**src/rtl/piso_shift_tx.sv**
```systemverilog
// Parallel-in, serial-out transmitter: loads a word via valid/ready and shifts it out MSB first.
// Define TX_PARITY_EN to append an even-parity bit after the data LSB.
module piso_shift_tx #(
  parameter int unsigned WIDTH = 5,
  parameter int unsigned CNT_W = 3
) (
  input  logic             ClkIn,
  input  logic             ClrIn,
  input  logic [WIDTH-1:0] DIn_p,
  input  logic             LdValid,
  output logic             LdReady,
  input  logic             ShiftEna,
  output logic             QOut,
  output logic             TxValid,
  output logic             Done
);

`ifdef TX_PARITY_EN
  localparam int unsigned NBITS = WIDTH + 1;
`else
  localparam int unsigned NBITS = WIDTH;
`endif
  localparam logic [CNT_W-1:0] LastCnt = CNT_W'(NBITS - 1);

  typedef enum logic {StIdle, StShift} state_e;

  state_e             state_q, state_d;
  logic [WIDTH-1:0]   sh_reg_q, sh_reg_d;
  logic [CNT_W-1:0]   bit_cnt_q, bit_cnt_d;
  logic               done_q, done_d;
  logic               last;
  logic               load;
`ifdef TX_PARITY_EN
  logic               parity_q, parity_d;
`endif

  assign last    = (state_q == StShift) && (bit_cnt_q == LastCnt);
  assign LdReady = (state_q == StIdle) || (last && ShiftEna);
  assign load    = LdValid && LdReady;

  always_comb begin
    state_d   = state_q;
    sh_reg_d  = sh_reg_q;
    bit_cnt_d = bit_cnt_q;
    done_d    = 1'b0;
`ifdef TX_PARITY_EN
    parity_d  = parity_q;
`endif
    unique case (state_q)
      StIdle: begin
        if (load) begin
          state_d   = StShift;
          sh_reg_d  = DIn_p;
          bit_cnt_d = '0;
`ifdef TX_PARITY_EN
          parity_d  = ^DIn_p;
`endif
        end
      end
      StShift: begin
        if (ShiftEna) begin
          if (last) begin
            done_d = 1'b1;
            // Reload on the last-bit edge keeps back-to-back frames gapless.
            if (LdValid) begin
              sh_reg_d  = DIn_p;
              bit_cnt_d = '0;
`ifdef TX_PARITY_EN
              parity_d  = ^DIn_p;
`endif
            end else begin
              state_d   = StIdle;
              sh_reg_d  = '0;
              bit_cnt_d = '0;
            end
          end else begin
            sh_reg_d  = {sh_reg_q[WIDTH-2:0], 1'b0};
            bit_cnt_d = bit_cnt_q + 1'b1;
          end
        end
      end
      default: state_d = StIdle;
    endcase
  end

  always_ff @(posedge ClkIn or posedge ClrIn) begin
    if (ClrIn) begin
      state_q   <= StIdle;
      sh_reg_q  <= '0;
      bit_cnt_q <= '0;
      done_q    <= 1'b0;
`ifdef TX_PARITY_EN
      parity_q  <= 1'b0;
`endif
    end else begin
      state_q   <= state_d;
      sh_reg_q  <= sh_reg_d;
      bit_cnt_q <= bit_cnt_d;
      done_q    <= done_d;
`ifdef TX_PARITY_EN
      parity_q  <= parity_d;
`endif
    end
  end

  assign TxValid = (state_q == StShift);
  assign Done    = done_q;

  always_comb begin
    QOut = 1'b0;
    if (TxValid) begin
`ifdef TX_PARITY_EN
      // The data register has shifted empty by the time the parity slot comes up.
      QOut = (bit_cnt_q == CNT_W'(WIDTH)) ? parity_q : sh_reg_q[WIDTH-1];
`else
      QOut = sh_reg_q[WIDTH-1];
`endif
    end
  end

endmodule

```
**config.mk**
```make
export PLATFORM = sky130hd
export DESIGN_NAME = piso_shift_tx
export DESIGN_NICKNAME = d
export VERILOG_FILES = /design/src/rtl/piso_shift_tx.sv
export SDC_FILE = /design/constraint.sdc
export NUM_CORES = 1
export LEC_CHECK = 0
export BUFFER_PORTS_ARGS = -buffer_cell sky130_fd_sc_hd__clkbuf_2
export CORE_AREA = 2 2 39 41
export DETAILED_ROUTE_END_ITERATION = 12
export DIE_AREA = 0 0 41 43
export GPL_TIMING_DRIVEN = 0
export HOLD_SLACK_MARGIN = 0.05
export MAX_ROUTING_LAYER = met4
export PLACE_DENSITY_LB_ADDON = 0.25
export SLEW_MARGIN = 0
export SYNTH_ARGS = -nofsm -noshare
export SYNTH_HDL_FRONTEND = slang
export SYNTH_SLANG_ARGS = --single-unit
```
**constraint.sdc**
```tcl
create_clock -name ClkIn -period 2.2 [get_ports ClkIn]
set_clock_uncertainty 0.1 [all_clocks]
set_input_delay 0.22 -clock ClkIn [delete_from_list [all_inputs] [get_ports ClkIn]]
set_output_delay 0.22 -clock ClkIn [all_outputs]
set_load 0.01 [all_outputs]
```
==> flow_summary.ini, run 1 <==
[cells_and_area]
post-route-cell-area_um2 = 618
final_net_count = 84
num_antenna_cells = 0
layout-drive-gt1-share = 0.254
area_growth_pct = 22.3

[clocking]
clock_tree.htree_level_count = 1
cts_buffers = 3
numClockSinks = 10
clock_latency_ns = 0.27
tritoncts = done
clk_pin_slew_worst_paths_ns = 0.07
clockRootBuffer = clkbuf_4
clockBufferDepth = 2
setup_repair_bufs_after_cts = 0
post_cts_resize_count = 0

[die]
top_level_ports = 13
fp.dieH_um = 43
floorplan.die_area_um2 = 1760
placement_row_count = 14
initial_core_util = 0.365
die_x_um = 41
floorplan_core_area_um2 = 1380

[setup_path]
timing.critical_path.to_type = output port
largest_driver_fanout_on_the_critical_path = 4
timing.critical_path.from_type = flop
timing.setup.critical_path_class = flop to output port
timing.critical_path.arrival_ns = 1.24
cp.required_ns = 1.88

[sta]
worst-slew-pin-transition_ns = 0.351
final.period_utilization = 0.710
max_freq_mhz = 640
rsz0062_at_grt = no
min_period_ns = 1.56
total_count_of_hold_check_failures_in_the_final_report = 0
slew_headroom = 0.761
setup-violations-final = 0
slew_viol_final = 0
tns_ns = 0

[global_routing]
grt_pass1_wl_um = 1600
grt_max_degree = 11
antenna_found_initial = 0
grt.total_usage = 0.146
grt_overflow_total = 0
number_of_global_route_vias_before_repair = 410

[drt]
route.antenna.remaining_nets = 0
wire_per_inst_um = 11.5
routed-via-count = 432
drt_drc_violations_left = 0
first_pass_iters = 4
route.final.wire_length_um = 1000
drt-vias-per-instance = 4.97
detail_route.iter0.violations = 8

[logic_synthesis]
synthesis_warning_total = 0
synth.lib_cells_used.distinct = 17
postSynthNetCount = 66
cell_types_with_the_highest_counts_after_synthesis = dfrtp_1 (10), nor2_1 (7), o21ai_0 (7), inv_1 (5), nand2_1 (5)
synth_area_leader_cell = dfrtp_1
synth.top_cells.by_area = dfrtp_1 (50%), o21ai_0 (6.9%), nor2_1 (5.2%)
yosysSeqAreaShare = 0.495
syn_inst = 55
netlist.area_leader.share = 0.495
post_synth_instance_area_um2 = 505
async_reset_ff_frac = 1.00
main_synth_ff_type = dfrtp_1
synth_most_common_cell = dfrtp_1
ys_ff_latch = 10
synth-edff-count = 0
syn-mean-instance-area_um2 = 9.19

[power_and_ir_drop]
power_density_nw_per_um2 = 1070
static-leakage-power_nw = 0.310
power.total_mw = 0.661
vdd_ir_drop_max_mv = 0.417

[place]
io_buffer_count = 12
dp.final_hpwl_um = 744
detailed_place.area_um2 = 586
gp_routability_congestion = 0.737

[flow_run]
drv_cap = 0

[worst_hold_path]
worst_hold_path_class = primary input to flop

[status]
status = finished clean
-- worst max-delay path: stages, from the launching register on --
cell and delay (ns):
dfrtp_1 0.41, inv_1 0.07, ha_1 0.20, nand3_1 0.09
nand2_1 0.09, clkbuf_2 0.13
-- flip-flops by register name (all words and copies together), names as in the netlist --
signal / cells
Done: 1
TxValid: 1
bit_cnt_q: 3
sh_reg_q: 5
-- cell families (layout without fill, tap and decap cells) --
kind of cell / after synthesis / after routing / share of synthesized area
AND/OR/NAND/NOR: 17 / 17 / 0.144
flip-flops: 10 / 10 / 0.495
buffers and inverters: 6 / 22 / 0.0594
multiplexers: 2 / 2 / 0.0495
adder cells (fa/ha/maj): 2 / 2 / 0.0495
AO/OA/AOI/OAI: 18 / 18 / 0.203
-- final timing paths --
check / from / endpoint / slack [ns] / cells past startpoint
hold reg to reg: sh_reg_q[0]$_DFFE_PP0P_ / sh_reg_q[0]$_DFFE_PP0P_ / 0.40 / 2
setup / recovery: bit_cnt_q[0]$_DFFE_PP0P_ / LdReady / 0.64 / 5
hold / removal: DIn_p[4] / sh_reg_q[4]$_DFFE_PP0P_ / 0.08 / 3
max in group asynchronous: ClrIn / bit_cnt_q[1]$_DFFE_PP0P_ / 1.39 / 3
min in group asynchronous: ClrIn / sh_reg_q[4]$_DFFE_PP0P_ / 0.34 / 3
setup reg to reg: bit_cnt_q[0]$_DFFE_PP0P_ / sh_reg_q[1]$_DFFE_PP0P_ / 0.80 / 5
-- layout make-up --
cell class / instances / area (um^2)
Timing Repair Buffer: 13 / 70.1
Multi-Input combinational cell: 39 / 225
Tap cell: 16 / 20.0
Fill cell: 145 / 766
Buffer: 1 / 11.3
Clock buffer: 3 / 22.5
Sequential cell: 10 / 250
Inverter: 5 / 18.8
-- layer usage --
layer  global-route usage  vias to the layer above  wire length [um]
met1                0.162                      194               503
met2                0.194                        8               453
met3               0.0628                        2                30
li1                     -                      228                 -
met4                0.120                        0                14
met5                    -                        -                 0
-- power by group --
group	switching (mW)	internal, mW	leakage [nW]
Combinational	0.126	0.108	0.176
Sequential	0.0469	0.250	0.120
Clock	0.0665	0.0633	0.0138
Total	0.239	0.422	0.310
-- metrics by stage --
step	setup WS, ns	hold WS (ns)	instances	util
after floorplan	0.938	-0.0398	55	-
after global placement	0.828	0.0990	83	0.423
after detailed placement	0.812	0.101	83	0.423
after CTS	0.625	0.0806	87	0.447
after global routing	0.537	0.0837	87	0.447
final	0.637	0.0799	87	0.447
-- layout by cell type (no fill, tap or decap), drive strengths merged --
master       Yosys  final
a21oi            4      4
nand2            5      5
inv              5      5
mux2             1      1
and2             1      1
and3             1      1
nand3            3      3
a22o             1      1
o21ai            8      8
dfrtp           10     10
mux2i            1      1
ha               2      2
a31oi            4      4
dlygate4sd3      0      1
buf              1      1
clkbuf           0     15
nor2             7      7
o221ai           1      1
-- timing repair --
| action | CTS | global route |
|---|---|---|
| hold buffers | 1 | 0 |
| endpoints found under the hold margin | 10 | 0 |
| setup endpoints to repair | 0 | 0 |
(Power assumes the default switching activity.)
==> run 2, diff against run 1 <==
- clock period: 2.2 -> 1.55 ns (I/O delays scaled with it)
==> run 2 against run 1 <==
  * Non-clock buffer count increased by 7
  * Via count grew 9.5%
  * Clock-buffer cell count did not move
  * Cell count grew 8.0%
  * Worst setup slack lost 0.57 ns
  * Hold slack improved by 0.031 ns
  * Core utilization rose by 5.4 points
  * Register-to-register slack lost 0.61 ns
  * Critical endpoint unchanged
  * Largest power group unchanged
==> flow_summary.ini, run 2 (synthesis gave the netlist of run 1 again) <==
[drt]
detail_route.iter0.violations = 8
drt-vias-per-instance = 5.03
first_pass_iters = 4
wire_per_inst_um = 11.7
amount_of_wire_on_met3_after_detailed_routing_um = 55
met1Wirelength_um = 525
highest_routed_layer = met4
route.antenna.remaining_nets = 0
met2_length_um = 508
drt_drc_violations_left = 0
routed-via-count = 473
route.final.wire_length_um = 1100

[global_routing]
grt_max_degree = 11
number_of_global_route_vias_before_repair = 437
grt_overflow_total = 0
antenna_found_initial = 0
grt.total_usage = 0.156
grt_pass1_wl_um = 1730

[cells_and_area]
final_net_count = 91
num_antenna_cells = 0
area_growth_pct = 37.1
layoutNonFillerInstCount = 94
post-route-cell-area_um2 = 693
layout-drive-gt1-share = 0.269
largest_registers = sh_reg_q (5), bit_cnt_q (3)
flip_flop_count_of_the_largest_register_all_copies_and_words_added = 5
fillCellCount = 139
post-route-util = 0.501
commonest_non_fill_non_tap_cell_in_the_layout = clkbuf_2
largest-register = sh_reg_q
layout.cells.most_common_list = clkbuf_2 (11), dfrtp_1 (10), o21ai_0 (7), nor2_1 (7), dlygate4sd3_1 (7)

[power_and_ir_drop]
power.share.switching = 0.362
power.clock.fraction = 0.189
vdd_ir_drop_max_mv = 0.634
power.total_mw = 0.990
seq_power_share = 0.427
cellInternalPower_mw = 0.631
static-leakage-power_nw = 0.340
switching_power_summed_over_all_nets_mw = 0.359
power_density_nw_per_um2 = 1430
pwr-share-comb = 0.383

[clocking]
clockBufferDepth = 2
tritoncts = done
clock_latency_ns = 0.27
cts_buffers = 3
clockRootBuffer = clkbuf_4
numClockSinks = 10
clock_tree.htree_level_count = 1
clk_pin_slew_worst_paths_ns = 0.07

[setup_path]
largest_driver_fanout_on_the_critical_path = 4
r2r_end = sh_reg_q[0]$_DFFE_PP0P_
crit_path_max_incr_delay_ns = 0.40
regToRegSetupSlack_ns = 0.19
reg2reg_from = bit_cnt_q[0]$_DFFE_PP0P_
timing.setup.critical_path_class = flop to output port
crit_chain = inv_1 -> ha_2 -> nand3_2 -> nand2_1 -> buf_2
cp.required_ns = 1.29
timing.critical_path.arrival_ns = 1.23
timing.critical_path.to_type = output port
path_buf_inv = 2
cell_at_the_slowest_stage_of_the_critical_path = dfrtp_1
timing.critical_path.from_type = flop
r2r.worst_path.cells = 5
cp_delay_by_family_top = flip-flops

[sta]
final.period_utilization = 0.957
slew_headroom = 0.757
holdWs_ns = 0.110
min_period_ns = 1.48
tns_ns = 0
setup_ws_ns = 0.0671
total_count_of_hold_check_failures_in_the_final_report = 0
max_freq_mhz = 674
worst-slew-pin-transition_ns = 0.358
slew_viol_final = 0
setup-violations-final = 0

[worst_hold_path]
capture_endpoint_of_the_worst_hold_path = bit_cnt_q[2]$_DFFE_PP0P_
worst_hold_path_class = primary input to flop
worstHoldPathCells = 3
hp-start = ShiftEna

[die]
floorplan.die_area_um2 = 1760
die_x_um = 41
placement_row_count = 14
top_level_ports = 13
fp.dieH_um = 43
initial_core_util = 0.365
floorplan_core_area_um2 = 1380

[place]
gp_routability_congestion = 0.737
dp.final_hpwl_um = 744
detailed_place.area_um2 = 586
io_buffer_count = 12
preCtsSetupSlack_ns = 0.162
place.detailed.instances = 83

[flow_run]
drv_cap = 0

[status]
status = finished clean
==> run 2: per-layer routing <==
metal | global-route usage | vias to the layer above
met5 | - | -
met4 | 0.120 | 0
met3 | 0.0628 | 2
met2 | 0.213 | 19
met1 | 0.172 | 214
li1 | - | 238
==> run 2: worst max path at each step <==
stage | start | end | depth (start not counted)
after floorplan | bit_cnt_q[0]$_DFFE_PP0P_ | sh_reg_q[0]$_DFFE_PP0P_ | 5
final | bit_cnt_q[0]$_DFFE_PP0P_ | LdReady | 5
after detailed placement | bit_cnt_q[0]$_DFFE_PP0P_ | sh_reg_q[0]$_DFFE_PP0P_ | 5
after CTS | bit_cnt_q[0]$_DFFE_PP0P_ | LdReady | 5
after global routing | bit_cnt_q[0]$_DFFE_PP0P_ | LdReady | 5
after global placement | bit_cnt_q[0]$_DFFE_PP0P_ | sh_reg_q[3]$_DFFE_PP0P_ | 5
==> run 2: cell type report <==
cell class              count  area [um^2]  share of cell area
plain buffers               1         11.3              0.0162
clock buffers               3         22.5              0.0325
inverters                   5         18.8              0.0271
multi-input cells          39          233               0.336
flip-flops and latches     10          250               0.361
well taps                  16         20.0              0.0289
repair buffers             20          138               0.199
==> run 2: tightest hold or removal path: stages <==
cell,delay [ns]
clkbuf_2,0.14
nand3_1,0.10
o21ai_1,0.05
==> run 2: timing repair <==
action,4_1_cts,5_1_grt
endpoints found under the setup margin,0,1
hold buffers,7,0
buffers inserted,0,1
gates resized for setup,0,3
endpoints found under the hold margin,16,0
==> run 2: power groups by stage <==
stage	Clock, mW	Combinational [mW]	Sequential, mW
floorplan	0	0.246	0.414
global placement	0	0.325	0.425
detailed placement	0	0.333	0.427
CTS	0.188	0.349	0.422
global route	0.204	0.432	0.434
finish	0.188	0.380	0.423
==> run 3, diff against run 2 <==
- BUFFER_PORTS_ARGS: -buffer_cell sky130_fd_sc_hd__clkbuf_2 -> -buffer_cell sky130_fd_sc_hd__buf_2
- CELL_PAD_IN_SITES_DETAIL_PLACEMENT: default -> 1
- CELL_PAD_IN_SITES_GLOBAL_PLACEMENT: default -> 1
- CORE_AREA: 2 2 39 41 -> default
- CORE_MARGIN: default -> 1
- CORE_UTILIZATION: default -> 36
- DIE_AREA: 0 0 41 43 -> default
- TNS_END_PERCENT: default -> 30
==> run 3 against run 2 <==
  * Die area fell by 12%
  * Register-to-register slack lost 0.03 ns
  * Non-clock buffer count fell by 1
  * Sequential power is essentially flat
  * Combinational power increased by 14%
  * First-iteration DRC count increased by 50%
  * Sequential cell count unchanged
  * Final area grew 1.4%
  * Via count grew 2.3%
==> flow_summary.ini, run 3 (synthesis gave the netlist of run 1 again) <==
[status]
status = finished clean

[sta]
slew_viol_final = 0
final.period_utilization = 0.940
slew_headroom = 0.714
worst-slew-pin-transition_ns = 0.420
min_period_ns = 1.46
max_freq_mhz = 686
tns_ns = 0
total_count_of_hold_check_failures_in_the_final_report = 0
rsz0062_at_grt = no
setup-violations-final = 0

[power_and_ir_drop]
static-leakage-power_nw = 0.342
power.clock.fraction = 0.215
power.share.switching = 0.344
vdd_ir_drop_max_mv = 0.784
cellInternalPower_mw = 0.716
power_density_nw_per_um2 = 1550
switching_power_summed_over_all_nets_mw = 0.375
seq_power_share = 0.387
pwr-share-comb = 0.398

[setup_path]
reg2reg_from = bit_cnt_q[0]$_DFFE_PP0P_
crit_chain = inv_1 -> ha_4 -> nand3_2 -> nand2_1 -> buf_2
r2r.worst_path.cells = 5
regToRegSetupSlack_ns = 0.16
r2r_end = sh_reg_q[1]$_DFFE_PP0P_
path_buf_inv = 2
largest_driver_fanout_on_the_critical_path = 4
cp_delay_by_family_top = flip-flops
cp.required_ns = 1.29
crit_path_max_incr_delay_ns = 0.40
timing.critical_path.from_type = flop
timing.critical_path.to_type = output port
timing.setup.critical_path_class = flop to output port
cell_at_the_slowest_stage_of_the_critical_path = dfrtp_1
timing.critical_path.arrival_ns = 1.20

[clocking]
tritoncts = done
clock_latency_ns = 0.27
clock_tree.htree_level_count = 1
clockBufferDepth = 2
cts_buffers = 3
clockRootBuffer = clkbuf_4
clk_pin_slew_worst_paths_ns = 0.06
numClockSinks = 10

[cells_and_area]
area_growth_pct = 39.1
layout-drive-gt1-share = 0.295
final_net_count = 90
layout.cells.most_common_list = buf_2 (12), dfrtp_1 (10), o21ai_0 (7), nor2_1 (7)
largest_registers = sh_reg_q (5), bit_cnt_q (3)
num_antenna_cells = 0
post-route-cell-area_um2 = 703
largest-register = sh_reg_q
commonest_non_fill_non_tap_cell_in_the_layout = buf_2
flip_flop_count_of_the_largest_register_all_copies_and_words_added = 5
fillCellCount = 162

[drt]
first_pass_iters = 4
wire_per_inst_um = 13.6
route.final.wire_length_um = 1270
drt_drc_violations_left = 0
routed-via-count = 484
detail_route.iter0.violations = 12
drt-vias-per-instance = 5.20
route.antenna.remaining_nets = 0

[global_routing]
grt.total_usage = 0.221
grt_overflow_total = 0
grt_max_degree = 11
antenna_found_initial = 0
number_of_global_route_vias_before_repair = 488
grt_pass1_wl_um = 2120

[worst_hold_path]
capture_endpoint_of_the_worst_hold_path = sh_reg_q[0]$_DFFE_PP0P_
worstHoldPathCells = 3
worst_hold_path_class = primary input to flop
hp-start = DIn_p[0]

[place]
detailed_place.area_um2 = 584
io_buffer_count = 12
dp.final_hpwl_um = 863
gp_routability_congestion = 0.724

[die]
fp.dieH_um = 39.5
floorplan_core_area_um2 = 1300
floorplan.die_area_um2 = 1560
top_level_ports = 13
die_x_um = 39.5
initial_core_util = 0.388
placement_row_count = 13

[flow_run]
drv_cap = 0
## run 3: routing by layer
layer | wire length (um) | GRT usage
met5 | 0 | -
met4 | 28 | 0.147
met3 | 68 | 0.0852
met2 | 599 | 0.320
met1 | 572 | 0.251
## run 3: worst max path at each step
| stage | from | endpoint | slack (ns) | cells after the start |
|---|---|---|---|---|
| final | bit_cnt_q[0]$_DFFE_PP0P_ | LdReady | 0.09 | 5 |
| after global routing | bit_cnt_q[0]$_DFFE_PP0P_ | LdReady | 0.009 | 5 |
| after CTS | bit_cnt_q[0]$_DFFE_PP0P_ | LdReady | 0.03 | 5 |
| after detailed placement | bit_cnt_q[0]$_DFFE_PP0P_ | sh_reg_q[1]$_DFFE_PP0P_ | 0.12 | 5 |
| after global placement | bit_cnt_q[0]$_DFFE_PP0P_ | sh_reg_q[1]$_DFFE_PP0P_ | 0.15 | 5 |
| after floorplan | bit_cnt_q[0]$_DFFE_PP0P_ | sh_reg_q[0]$_DFFE_PP0P_ | 0.29 | 5 |
## run 3: area by class of cell
type / count / area [um^2] / area share
flip-flops and latches: 10 / 250 / 0.356
multi-input cells: 39 / 243 / 0.345
repair buffers: 19 / 125 / 0.178
clock buffers: 4 / 36.3 / 0.0516
inverters: 5 / 18.8 / 0.0267
well taps: 15 / 18.8 / 0.0267
plain buffers: 1 / 11.3 / 0.0160
## run 3: per-stage QoR
step | cells | hold WS [ns] | util | total power [mW] | setup WS, ns
3_5_place_dp | 82 | 0.0580 | 0.449 | 0.773 | 0.123
2_1_floorplan | 55 | -0.105 | - | 0.661 | 0.288
4_1_cts | 91 | 0.0639 | 0.515 | 1.02 | 0.0309
6_report | 93 | 0.0745 | 0.540 | 1.09 | 0.0925
3_3_place_gp | 82 | 0.0482 | 0.449 | 0.751 | 0.150
5_1_grt | 93 | 0.0792 | 0.540 | 1.19 | 0.00911
## run 3: repair_timing
action                     CTS  global route
setup endpoints to repair    0             1
gates resized for setup      0             3
hold endpoints to repair    14             0
hold buffers                 5             0
buffers inserted             0             2
## run 3: worst register-to-register path: stages, from the launching register on
cell,delay [ns]
dfrtp_1,0.38
inv_1,0.09
ha_4,0.18
and3_1,0.22
o21ai_0,0.20
a21oi_1,0.09
## run 3: power groups by stage
stage	Combinational, mW	Sequential (mW)	Clock [mW]
6_report	0.434	0.422	0.235
3_3_place_gp	0.327	0.424	0
2_1_floorplan	0.246	0.414	0
3_5_place_dp	0.347	0.426	0
5_1_grt	0.499	0.440	0.252
4_1_cts	0.358	0.422	0.242
